**config.mk**
```make
export PLATFORM = sky130hd
export DESIGN_NAME = instr_sequencer
export DESIGN_NICKNAME = d
export VERILOG_FILES = /design/src/rtl/instr_seq_pkg.sv /design/src/rtl/instr_store.sv /design/src/rtl/instr_sequencer.sv
export SDC_FILE = /design/constraint.sdc
export NUM_CORES = 1
export LEC_CHECK = 0
export CELL_PAD_IN_SITES_DETAIL_PLACEMENT = 0
export CELL_PAD_IN_SITES_GLOBAL_PLACEMENT = 1
export CORE_MARGIN = 2
export CORE_UTILIZATION = 56
export CTS_BUF_LIST = sky130_fd_sc_hd__clkbuf_4 sky130_fd_sc_hd__clkbuf_8 sky130_fd_sc_hd__clkbuf_16
export DETAILED_ROUTE_END_ITERATION = 7
export PLACE_DENSITY_LB_ADDON = 0.15
export SETUP_SLACK_MARGIN = 0.02
export SLEW_MARGIN = 20
export SYNTH_ARGS = -nofsm -noshare
export SYNTH_HDL_FRONTEND = slang
export SYNTH_SLANG_ARGS = --single-unit
```
**constraint.sdc**
```tcl
create_clock -name clk -period 8.1 [get_ports clk]
set_input_delay 1.62 -clock clk [delete_from_list [all_inputs] [get_ports clk]]
set_output_delay 1.62 -clock clk [all_outputs]
set_load 0.01 [all_outputs]
```
**src/rtl/instr_seq_pkg.sv**
```systemverilog
// Shared types for the MkII instruction source: sequencer states, the
// instruction word type and the default NOP encoding.
package instr_seq_pkg;

    typedef logic [31:0] word_t;

    typedef enum logic [1:0] {
        IDLE,
        RUN,
        DONE
    } seq_state_t;

    localparam word_t NOP_CODE_DEFAULT = 32'h0000_0000;

endpackage

```
**src/rtl/instr_store.sv**
```systemverilog
// Program memory for the instruction sequencer: one synchronous write port,
// one asynchronous read port. Contents are deliberately not reset.
module instr_store
    import instr_seq_pkg::*;
#(
    parameter int DEPTH = 16
) (
    input  logic                     clk,
    input  logic                     we,
    input  logic [$clog2(DEPTH)-1:0] waddr,
    input  word_t                    wdata,
    input  logic [$clog2(DEPTH)-1:0] raddr,
    output word_t                    rdata
);

    word_t mem [DEPTH];

    always_ff @(posedge clk) begin
        if (we) begin
            mem[waddr] <= wdata;
        end
    end

    assign rdata = mem[raddr];

endmodule

```
**src/rtl/instr_sequencer.sv**
```systemverilog
// Buffers a short program loaded over valid/ready and presents each word on
// machine_code for HOLD_CYCLES cycles, optionally looping.
module instr_sequencer
    import instr_seq_pkg::*;
#(
    parameter int    DEPTH       = 16,
    parameter int    HOLD_CYCLES = 4,
    parameter word_t NOP_CODE    = NOP_CODE_DEFAULT
) (
    input  logic                     clk,
    input  logic                     reset,
    input  logic                     load_valid,
    input  logic [31:0]              load_data,
    output logic                     load_ready,
    input  logic                     clear,
    input  logic                     start,
    input  logic                     halt,
    input  logic                     loop_en,
    output logic [31:0]              machine_code,
    output logic                     instr_strobe,
    output logic [$clog2(DEPTH)-1:0] pc,
    output logic [$clog2(DEPTH):0]   count,
    output logic                     busy,
    output logic                     done
);

    localparam int AW = $clog2(DEPTH);
    localparam int HW = (HOLD_CYCLES > 1) ? $clog2(HOLD_CYCLES) : 1;
    localparam logic [HW-1:0] HOLD_LAST = HW'(HOLD_CYCLES - 1);

    seq_state_t    state_q, state_d;
    logic [AW:0]   count_q, count_d;
    logic [AW-1:0] pc_q, pc_d;
    logic [HW-1:0] hold_q, hold_d;
    word_t         mc_q, mc_d;
    logic          strobe_q, strobe_d;

    logic          we;
    logic [AW-1:0] rd_addr;
    word_t         rd_data;
    logic [AW:0]   pc_plus1;
    logic          has_next;
    logic          at_boundary;

    instr_store #(.DEPTH(DEPTH)) u_store (
        .clk   (clk),
        .we    (we),
        .waddr (count_q[AW-1:0]),
        .wdata (load_data),
        .raddr (rd_addr),
        .rdata (rd_data)
    );

    assign pc_plus1    = {1'b0, pc_q} + 1'b1;
    assign has_next    = (pc_plus1 < count_q);
    assign at_boundary = (state_q == RUN) && (hold_q == HOLD_LAST);
    // Word 0 is read for start and for loop wrap; only a forward step reads pc+1.
    assign rd_addr     = (at_boundary && has_next) ? pc_plus1[AW-1:0] : '0;

    assign load_ready  = (state_q == IDLE) && (count_q < (AW+1)'(DEPTH)) && !start && !clear;

    always_comb begin
        state_d  = state_q;
        count_d  = count_q;
        pc_d     = pc_q;
        hold_d   = hold_q;
        mc_d     = mc_q;
        strobe_d = 1'b0;
        we       = 1'b0;
        if (halt) begin
            state_d = IDLE;
            pc_d    = '0;
            hold_d  = '0;
            mc_d    = NOP_CODE;
        end else if (clear && (state_q != RUN)) begin
            state_d = IDLE;
            count_d = '0;
            pc_d    = '0;
            hold_d  = '0;
            mc_d    = NOP_CODE;
        end else begin
            case (state_q)
                IDLE, DONE: begin
                    if (start && (count_q != '0)) begin
                        state_d  = RUN;
                        pc_d     = '0;
                        hold_d   = '0;
                        mc_d     = rd_data;
                        strobe_d = 1'b1;
                    end else if (load_valid && load_ready) begin
                        we      = 1'b1;
                        count_d = count_q + 1'b1;
                    end
                end
                RUN: begin
                    if (hold_q == HOLD_LAST) begin
                        hold_d = '0;
                        if (has_next) begin
                            pc_d     = pc_plus1[AW-1:0];
                            mc_d     = rd_data;
                            strobe_d = 1'b1;
                        end else if (loop_en) begin
                            pc_d     = '0;
                            mc_d     = rd_data;
                            strobe_d = 1'b1;
                        end else begin
                            state_d = DONE;
                            mc_d    = NOP_CODE;
                        end
                    end else begin
                        hold_d = hold_q + 1'b1;
                    end
                end
                default: state_d = IDLE;
            endcase
        end
    end

    always_ff @(posedge clk or negedge reset) begin
        if (!reset) begin
            state_q  <= IDLE;
            count_q  <= '0;
            pc_q     <= '0;
            hold_q   <= '0;
            mc_q     <= NOP_CODE;
            strobe_q <= 1'b0;
        end else begin
            state_q  <= state_d;
            count_q  <= count_d;
            pc_q     <= pc_d;
            hold_q   <= hold_d;
            mc_q     <= mc_d;
            strobe_q <= strobe_d;
        end
    end

    assign machine_code = mc_q;
    assign instr_strobe = strobe_q;
    assign pc           = pc_q;
    assign count        = count_q;
    assign busy         = (state_q == RUN);
    assign done         = (state_q == DONE);

endmodule

```
==> impl.org, run 1 <==
** Clock network
- Setup fix buffers added after clock tree synthesis :: 0
- The H-tree was split into 2 levels.
- Counting the buffers created by CTS gives 55.
- CTS placed an instance of clkbuf_16 at the clock tree root.
- Maximum clock path buffer count :: 3
- Total clock sinks :: 558
- CTS clk-pin slew, worst paths :: around 0.060 ns
- The number of gates resized after CTS was 0.
- Clock latency of the later-clocked register in the worst-skew pair :: around 0.60 ns
- Hold-fix buffers at CTS :: 0
- Clock tree from TritonCTS :: done

** Finish
- Share of final-layout standard cells stronger than drive strength 1 :: a little under an eighth
- Area growth from synthesis to layout :: 14.7%
- Leaving out filler cells and counting taps, the final layout contains about 2100.
- Cells fill about two thirds of the core in the end.
- Number of antenna cells inserted :: 0
- Post-route cell area :: around 26000 um2
- Layout filler cell count :: approximately 2800
- The net count of the finished layout is 1556.

** Critical path
- Broken down by cell family, the worst path's largest delay share belongs to compound AO/OA/AOI/OAI gates.
- Data on the critical path is required at its endpoint by around 8.6 ns.
- Type of the setup path with the least slack :: register to register
- Critical-path top delay cell :: dfrtp_4
- Number of buffers and inverters on the critical path :: 4
- Cell chain of the critical path :: ha_4 -> xnor2_1 -> buf_4 -> inv_2 -> ha_1 -> a21oi_1 -> o21ai_4 -> buf_4 -> a21oi_4 -> buf_4 -> nand2_1 -> o311a_1 -> a311oi_2
- Most repeated library cell on the critical path :: buf_4
- STA classifies the critical path startpoint as a register.
- Largest fanout of any net on the critical path :: 44
- Worst setup EP type :: register
- Max incr delay on CP :: slightly above 0.9 ns
- At the worst endpoint, the arrival time is 5.32 ns.

** Logic synthesis
- The synthesized netlist devotes around 14% of its cell area to compound gates.
- Synth Instances :: between 1000 and 1500
- Proportion of synthesized flip-flops having asynchronous set or reset :: about 8.2%
- The share of the Yosys chip area taken by registers is between 70 and 80%.
- Mean instance size in the synthesized netlist :: 15.8 um2
- Of the total synthesized cell area, the portion taken by AND, OR, NAND and NOR gates is 3.99%.
- When the netlist entered floorplanning its net count stood at about 1500.
- Cells taking the most area after synthesis :: edfxtp_1 68%, mux2i_1 5.3%, dfrtp_1 5.1%
- The synthesized design contains ~560 register bits.
- Of the total synthesized cell area, the portion taken by full adders, half adders and majority gates is less than 1%.
- After synthesis, the netlist uses 70 different library cells.
- In the synthesized netlist the dominant register cell turns out to be edfxtp_1.
- Main combinational cell family by area after synthesis :: compound AO/OA/AOI/OAI gates
- Number of enable-type register cells in the synthesized netlist :: ~510
- The Yosys step of the flow raised 0 warnings.
- After synthesis the cells add up to about 23000 um2.
- In the synthesized netlist, mux cells make up about 5.6% of the area.
- The synthesized design spends more area on one cell type than any other, namely edfxtp_1.
- The share of synthesized area in the top cell type comes to 67.8%.
- Of the total synthesized cell area, the portion taken by XOR and XNOR cells is less than 1%.

** Route
- After detailed routing, the number of vias per cell comes to about 6.5.
- Count of TritonRoute iterations in the first routing pass :: 5
- The routed layout has approximately 13000 vias.
- The detailed router finished its first iteration with approximately 1500 violations.
- Aggregate routed wire length :: approximately 55000 um
- Dividing the detail-routed wire length by the instance count gives ~26 um.
- The detail route stage leaves a number of antenna-violating nets equal to 0.
- DRC viols :: 0

** Floorplan
- The die covers approximately 42000 um2.
- In this run the count of I/O pins placed on the die edge is 84.
- Starting utilization of the core area :: between 50% and 60%
- Cell row count :: 73
- Measured along the y axis, the die boundary spans 205 um.
- The floorplan step set the die width to slightly above 200 um.
- Floorplan core area :: 39800 um2

** Global routing
- Entering global routing, the biggest net connects just over 90 pins.
- The via count of the first global-routing pass is roughly 13000.
- Global Route Usage Sum :: a little over a quarter
- Wire length of the first global-routing pass :: 83400 um
- Summed over all layers, the global routing overflow is 0.
- The initial antenna violation count was 0.

** Pwr
- Combinational share of power :: around 2.6%
- The clock network burns a little over two fifths of the power.
- Net switching is 19.9% of the power.
- Relative contribution of sequential cells to total power :: roughly 54%
- In this run the static leakage power is between 0.008 and 0.009 uW.
- Areal power density over the cells :: 228 nW/um2
- Summed over all nets, the switching power comes to about 1200 uW.
- The internal portion of the total power is approximately 4700 uW.
- VDD sags by at most just over 0.0002 V.

** STA
- Number of slew-limit violations in the final report :: 0
- For the pin with the worst max-slew slack, the measured transition is around 1.1 ns.
- Portion of the clock cycle consumed by the worst path in the final layout :: 59.4%
- Final hold violation count :: 0
- Minimum clock period :: roughly 4.8 ns
- Hold timing on the final database bottoms out at a slack of roughly 0.54 ns.
- Setup violations, final :: 0
- Sum of negative setup slack :: 0 ns
- Based on the critical path, the design can be clocked at up to a little over 200 MHz.
- Setup repair after global routing left no endpoint under its margin.
- Clock Skews :: approximately 0.014 ns
- Max-slew headroom :: between 20% and 30%

** Job
- Maxcap violations :: 0

** Place
- The placed instances occupy a cell area of about 24000 um2.
- Placed instance count :: roughly 2000
- Routability congestion estimate from global placement :: roughly 0.79
- Number of buffers added on ports :: 83
- Half-perimeter wire length after detailed placement :: 30100 um

** Worst hold path
- The min-delay analysis places its worst path in the category register to register.

** Outcome
- The flow ran to the end, and the final reports show no timing, DRC or antenna violations.
## state kept, by name, summed over array words and instances, names as in the netlist
signal and count:
pc 4, state_q 2, count 5, instr_strobe 1
hold_q 2, machine_code 32, u_store.mem 512
## power groups by stage
stage	registers, uW	logic [uW]	clock network, uW
2_1_floorplan	3230	55.1	0
3_3_place_gp	3230	148	0
3_5_place_dp	3230	152	0
4_1_cts	3170	153	2640
5_1_grt	3170	166	2750
6_report	3170	153	2600
## cells by family (layout without fill, tap and decap cells)
kind of cell    after synthesis  in the layout
buf+inv                     122            235
flops                       558            558
mux                         127            127
xor+xnor                      4              4
simple gates                178            178
fa+ha+maj                    10             10
compound gates              439            439
## worst min-delay path, cell delays in order, from the launching register on
cell and delay [ns]:
dfrtp_1 0.35, a22oi_1 0.07, nor2_1 0.09
## layer usage
layer | routed length, um | vias to the layer above | part of all wire, % | track usage [%]
met5 | 0 | - | 0 | 0
met4 | 1310 | 0 | 2.4 | 8.38
met3 | 4210 | 97 | 7.7 | 4.42
li1 | - | 5967 | - | -
met2 | 26000 | 555 | 48 | 42.5
met1 | 23200 | 6832 | 42 | 38.1
## cells in the mapped netlist, drive strengths merged (29+ instances only)
| library cell | instances |
|---|---|
| edfxtp | 512 |
| mux2i | 121 |
| a21oi | 97 |
| buf | 66 |
| o21ai | 65 |
| a211oi | 62 |
| a221o | 56 |
| nand2 | 53 |
| dfrtp | 46 |
| clkbuf | 44 |
| nor2b | 32 |
| nand3 | 31 |
| o221ai | 31 |
| a22oi | 30 |
| nor2 | 30 |
| a31oi | 29 |
## stage by stage
stage               setup slack, ns  total power [uW]
global placement               3.36              3370
global route                   3.07              6080
floorplan                      2.64              3280
finish                         3.29              5920
detailed placement             3.32              3380
CTS                            3.30              5960
## final timing paths
kind / end / startpoint / slack [ns] / cells after the start
max in group asynchronous: pc[0] / reset / 6.27 / 2
min reg2reg: hold_q[1] / hold_q[1] / 0.54 / 2
max: machine_code[29] / pc[0] / 3.29 / 13
min in group asynchronous: hold_q[1] / reset / 1.20 / 2
min: hold_q[1] / hold_q[1] / 0.54 / 2
max reg2reg: machine_code[29] / pc[0] / 3.29 / 13
## final cells by class
| type | count | area, um2 | share of cell area, % |
|---|---|---|---|
| Clock buffer | 70 | 1550 | 5.96 |
| Clock inverter | 31 | 324 | 1.25 |
| Inverter | 12 | 48.8 | 0.188 |
| Multi-Input combinational cell | 758 | 5700 | 21.9 |
| Sequential cell | 558 | 16500 | 63.5 |
| Tap cell | 525 | 657 | 2.52 |
| Timing Repair Buffer | 122 | 1210 | 4.66 |
## layout by cell type, fill, tap and decap left out, drive strengths merged, types with 31 or more instances in the layout
cell type / count
nand2: 53
nand3: 31
clkbuf: 70
a21oi: 97
clkdlybuf4s50: 82
buf: 40
a221o: 56
dfrtp: 46
edfxtp: 512
o221ai: 31
o21ai: 65
a211oi: 62
nor2b: 32
mux2i: 121
Note: power is estimated with default switching activity, not from simulation.
==> inputs of run 2 (changes only) <==
--- a/config.mk
+++ b/config.mk
@@ -8,7 +8,7 @@
 export CELL_PAD_IN_SITES_DETAIL_PLACEMENT = 0
 export CELL_PAD_IN_SITES_GLOBAL_PLACEMENT = 1
 export CORE_MARGIN = 2
-export CORE_UTILIZATION = 56
+export CORE_UTILIZATION = 47
 export CTS_BUF_LIST = sky130_fd_sc_hd__clkbuf_4 sky130_fd_sc_hd__clkbuf_8 sky130_fd_sc_hd__clkbuf_16
 export DETAILED_ROUTE_END_ITERATION = 7
 export PLACE_DENSITY_LB_ADDON = 0.15
==> constraint.sdc (replaced) <==
create_clock -name clk -period 4.3 [get_ports clk]
set_input_delay 0.86 -clock clk [delete_from_list [all_inputs] [get_ports clk]]
set_output_delay 0.86 -clock clk [all_outputs]
set_load 0.01 [all_outputs]
==> impl.org, run 2 (same netlist as run 1, synthesis figures left out) <==
** Outcome
- The flow ran to the end, and the final reports show no timing, DRC or antenna violations.

** Global routing
- The via count of the first global-routing pass was 13500 (+1.1%).
- Most congested layer reported by global routing :: met2
- Wire length of the first global-routing pass :: 87700 um (+5.2%)
- Initial antenna violation count :: 0 (unchanged)
- The pin count of the biggest net entering global routing is 136 (+46%).
- The total congestion overflow came to 0 (unchanged).
- The total track usage was 23.6% (-3.1 points).
- Global routing usage on met3 :: 3.34% (-1.1 points)
- The global routing met2 resource utilization came to 38.3% (-4.3 points).
- Global routing usage on met1 :: 33.3% (-4.8 points)

** Route
- Vias/cell :: 6.19 (-4.5%)
- The total number of vias is 13600 (+1.2%).
- The routed wire length came to 58800 um (+7.4%).
- Violation count after the first detailed-routing iteration :: 1423 (-4.0%)
- Detail-routed net length per standard cell :: 26.7 um (+1.4%)
- The remaining routing DRC violations was 0 (unchanged).
- Final antenna-violating net count :: 0 (unchanged)
- The number of iterations in the first detailed-routing pass is 5 (unchanged).

** Critical path
- The required time of the critical path is 4.79 ns (-3.82 ns).
- The maximum fanout count along the critical path is 13 (-70%).
- Critical Path Source :: pc[0]
- The worst setup path is of the register to register kind.
- Walking the worst path, the cells encountered are ha_4 -> xnor2_1 -> clkinv_2 -> ha_1 -> a21oi_1 -> o21ai_4 -> a211oi_4 -> buf_4 -> o221ai_1 -> a31oi_1 -> a211oi_1.
- Worst flop-to-flop path startpoint :: pc[0]
- STA classifies the critical path endpoint as a register.
- The minimum setup slack among reg-to-reg paths was 0.62 ns (-2.67 ns).
- The arrival time of data at the critical path endpoint was 4.17 ns (-1.15 ns).
- STA classifies the critical path startpoint as a register.
- The maximum single-stage delay on the critical path came to 0.82 ns (-0.09 ns).
- The slowest stage of the critical path is the a211oi_4 cell.

** Clock network
- The insertion delay of the later-clocked pin in the worst-skew pair was 0.62 ns (+0.02 ns).
- The number of buffers on the longest clock path was 3 (unchanged).
- Setup fix buffers added after clock tree synthesis :: 0 (unchanged)
- Count of H-tree levels built during CTS :: 2 (unchanged)
- Hold-fix buffers at CTS :: 0 (unchanged)
- Total clock sinks :: 558 (unchanged)
- Clock tree from TritonCTS :: done
- The total clock buffers created by CTS was 57 (+3.6%).
- The cell sitting at the root of the clock tree is a clkbuf_16.
- The number of cells upsized or downsized after cts came to 0 (unchanged).
- The clock transition at the registers of the reported paths is 0.06 ns (about the same).

** Finish
- Number of antenna cells inserted :: 0 (unchanged)
- The area growth from synthesis to layout is 16.4%.
- Largest Register :: u_store.mem
- The utilization of the core after routing was 55.4% (-9.9 points).
- The share of layout cells above drive strength 1 came to 13.0% (+1.2 points).
- Leaving out fill and tap cells, the most frequent cell in the layout is edfxtp_1.
- The library cells used most frequently in the layout, excluding fill and tap cells, are 512 x edfxtp_1, 121 x mux2i_1, 95 x a21oi_1, 82 x clkdlybuf4s50_1, 62 x o21ai_0.
- Count of nets after finishing :: 1583 (+1.7%)
- Number of flip-flops under the largest register name :: 512 (unchanged)
- The final design area excluding fillers is 26400 um2 (+1.5%).

** Floorplan
- The die span in y was 224 um (+9.0%).
- The horizontal die dimension is 224 um (+9.0%).
- Cell row count :: 80 (+9.6%)
- The die area was 50000 um2 (+19%).
- Floorplan core area :: 47600 um2 (+20%)
- Starting utilization of the core area :: 47.6% (-9.4 points)
- I/O pin cnt :: 84 (unchanged)

** STA
- The maximum clock frequency is 272 MHz (+31%).
- Sum of negative setup slack :: 0 ns (unchanged)
- RSZ-0062 raised after global routing :: false
- The number of failing setup endpoints in the final timing report is 0 (unchanged).
- The final number of max-transition violations was 0 (unchanged).
- Clock Skews :: 0.0159 ns (+0.00137 ns)
- Final worst slack :: 0.621 ns (-2.67 ns)
- Portion of the clock cycle consumed by the worst path in the final layout :: 85.6% (+26 points)
- The shortest clock period the worst path allows after layout is 3.68 ns (-1.13 ns).
- The worst slew margin relative to its limit came to 28.5% (+1.8 points).
- Final hold violation count :: 0 (unchanged)
- Slew at the pin with the worst max-slew slack :: 1.07 ns (-0.0294 ns)

** Pwr
- The power density over the cells is 429 nW/um2 (+88%).
- The worst-case vdd ir drop came to 0.000326 V (+60%).
- The overall power came to 11300 uW (+91%).
- Lkg Pwr :: 0.00838 uW (+1.5%)

** Place
- The routability-driven placement congestion ratio is 0.789 (about the same).
- The count of input and output buffers is 83 (unchanged).
- Post-placement worst setup slack :: 0.605 ns (-2.71 ns)
- Half-perimeter wire length after detailed placement :: 33900 um (+13%)
- Dpl cell area :: 24500 um2 (+1.6%)

** Worst hold path
- The tightest min-delay check is of the input port to async pin type.

** Job
- Maxcap violations :: 0 (unchanged)
==> run 2: cell count changes in the layout (fill, tap and decap cells not counted), sizes merged <==
| cell | change |
|---|---|
| clkbuf | +3 |
| clkinvlp | -1 |
| clkinv | +5 |
| buf | +25 |
==> run 2: worst paths after layout <==
path | cells past startpoint | endpoint
setup / recovery | 11 | machine_code[31]
hold / removal | 1 | hold_q[1]
setup reg to reg | 11 | machine_code[31]
hold reg to reg | 2 | hold_q[0]
max in group asynchronous | 2 | machine_code[14]
min in group clk | 2 | hold_q[0]
==> run 2: metal layers <==
layer	wire [um]	part of all wire, %
met1	25700	44
met4	1380	2.3
met5	0	0
met3	3420	5.8
met2	28300	48
==> run 2: report_power, final <==
| part | internal [uW] | leakage [uW] | switching [uW] |
|---|---|---|---|
| combinational | 89.3 | 0.00218 | 213 |
| sequential | 5950 | 0.00524 | 16.7 |
| clock | 3000 | 0.000964 | 2050 |
| total | 9030 | 0.00838 | 2280 |
==> run 2: stage by stage <==
stage | instances | hold slack, ns
after floorplan | 1438 | 0.495
after global placement | 2090 | 0.512
after detailed placement | 2090 | 0.544
after CTS | 2198 | 0.369
after global routing | 2198 | 0.415
final | 2198 | 0.368
==> run 2: layout make-up <==
type | count | area [um2]
Clock buffer | 73 | 1610
Clock inverter | 35 | 320
Fill cell | 3778 | 21200
Inverter | 12 | 50.0
Multi-Input combinational cell | 758 | 5720
Sequential cell | 558 | 16500
Tap cell | 615 | 769
Timing Repair Buffer | 147 | 1390
==> run 2: worst max-delay path: cells and delay by family (launching register included) <==
kind            cells  cell delay (ns)
flops               1             0.52
fa+ha+maj           2             0.48
xor+xnor            1             0.24
buf+inv             2             0.45
compound gates      6             1.85
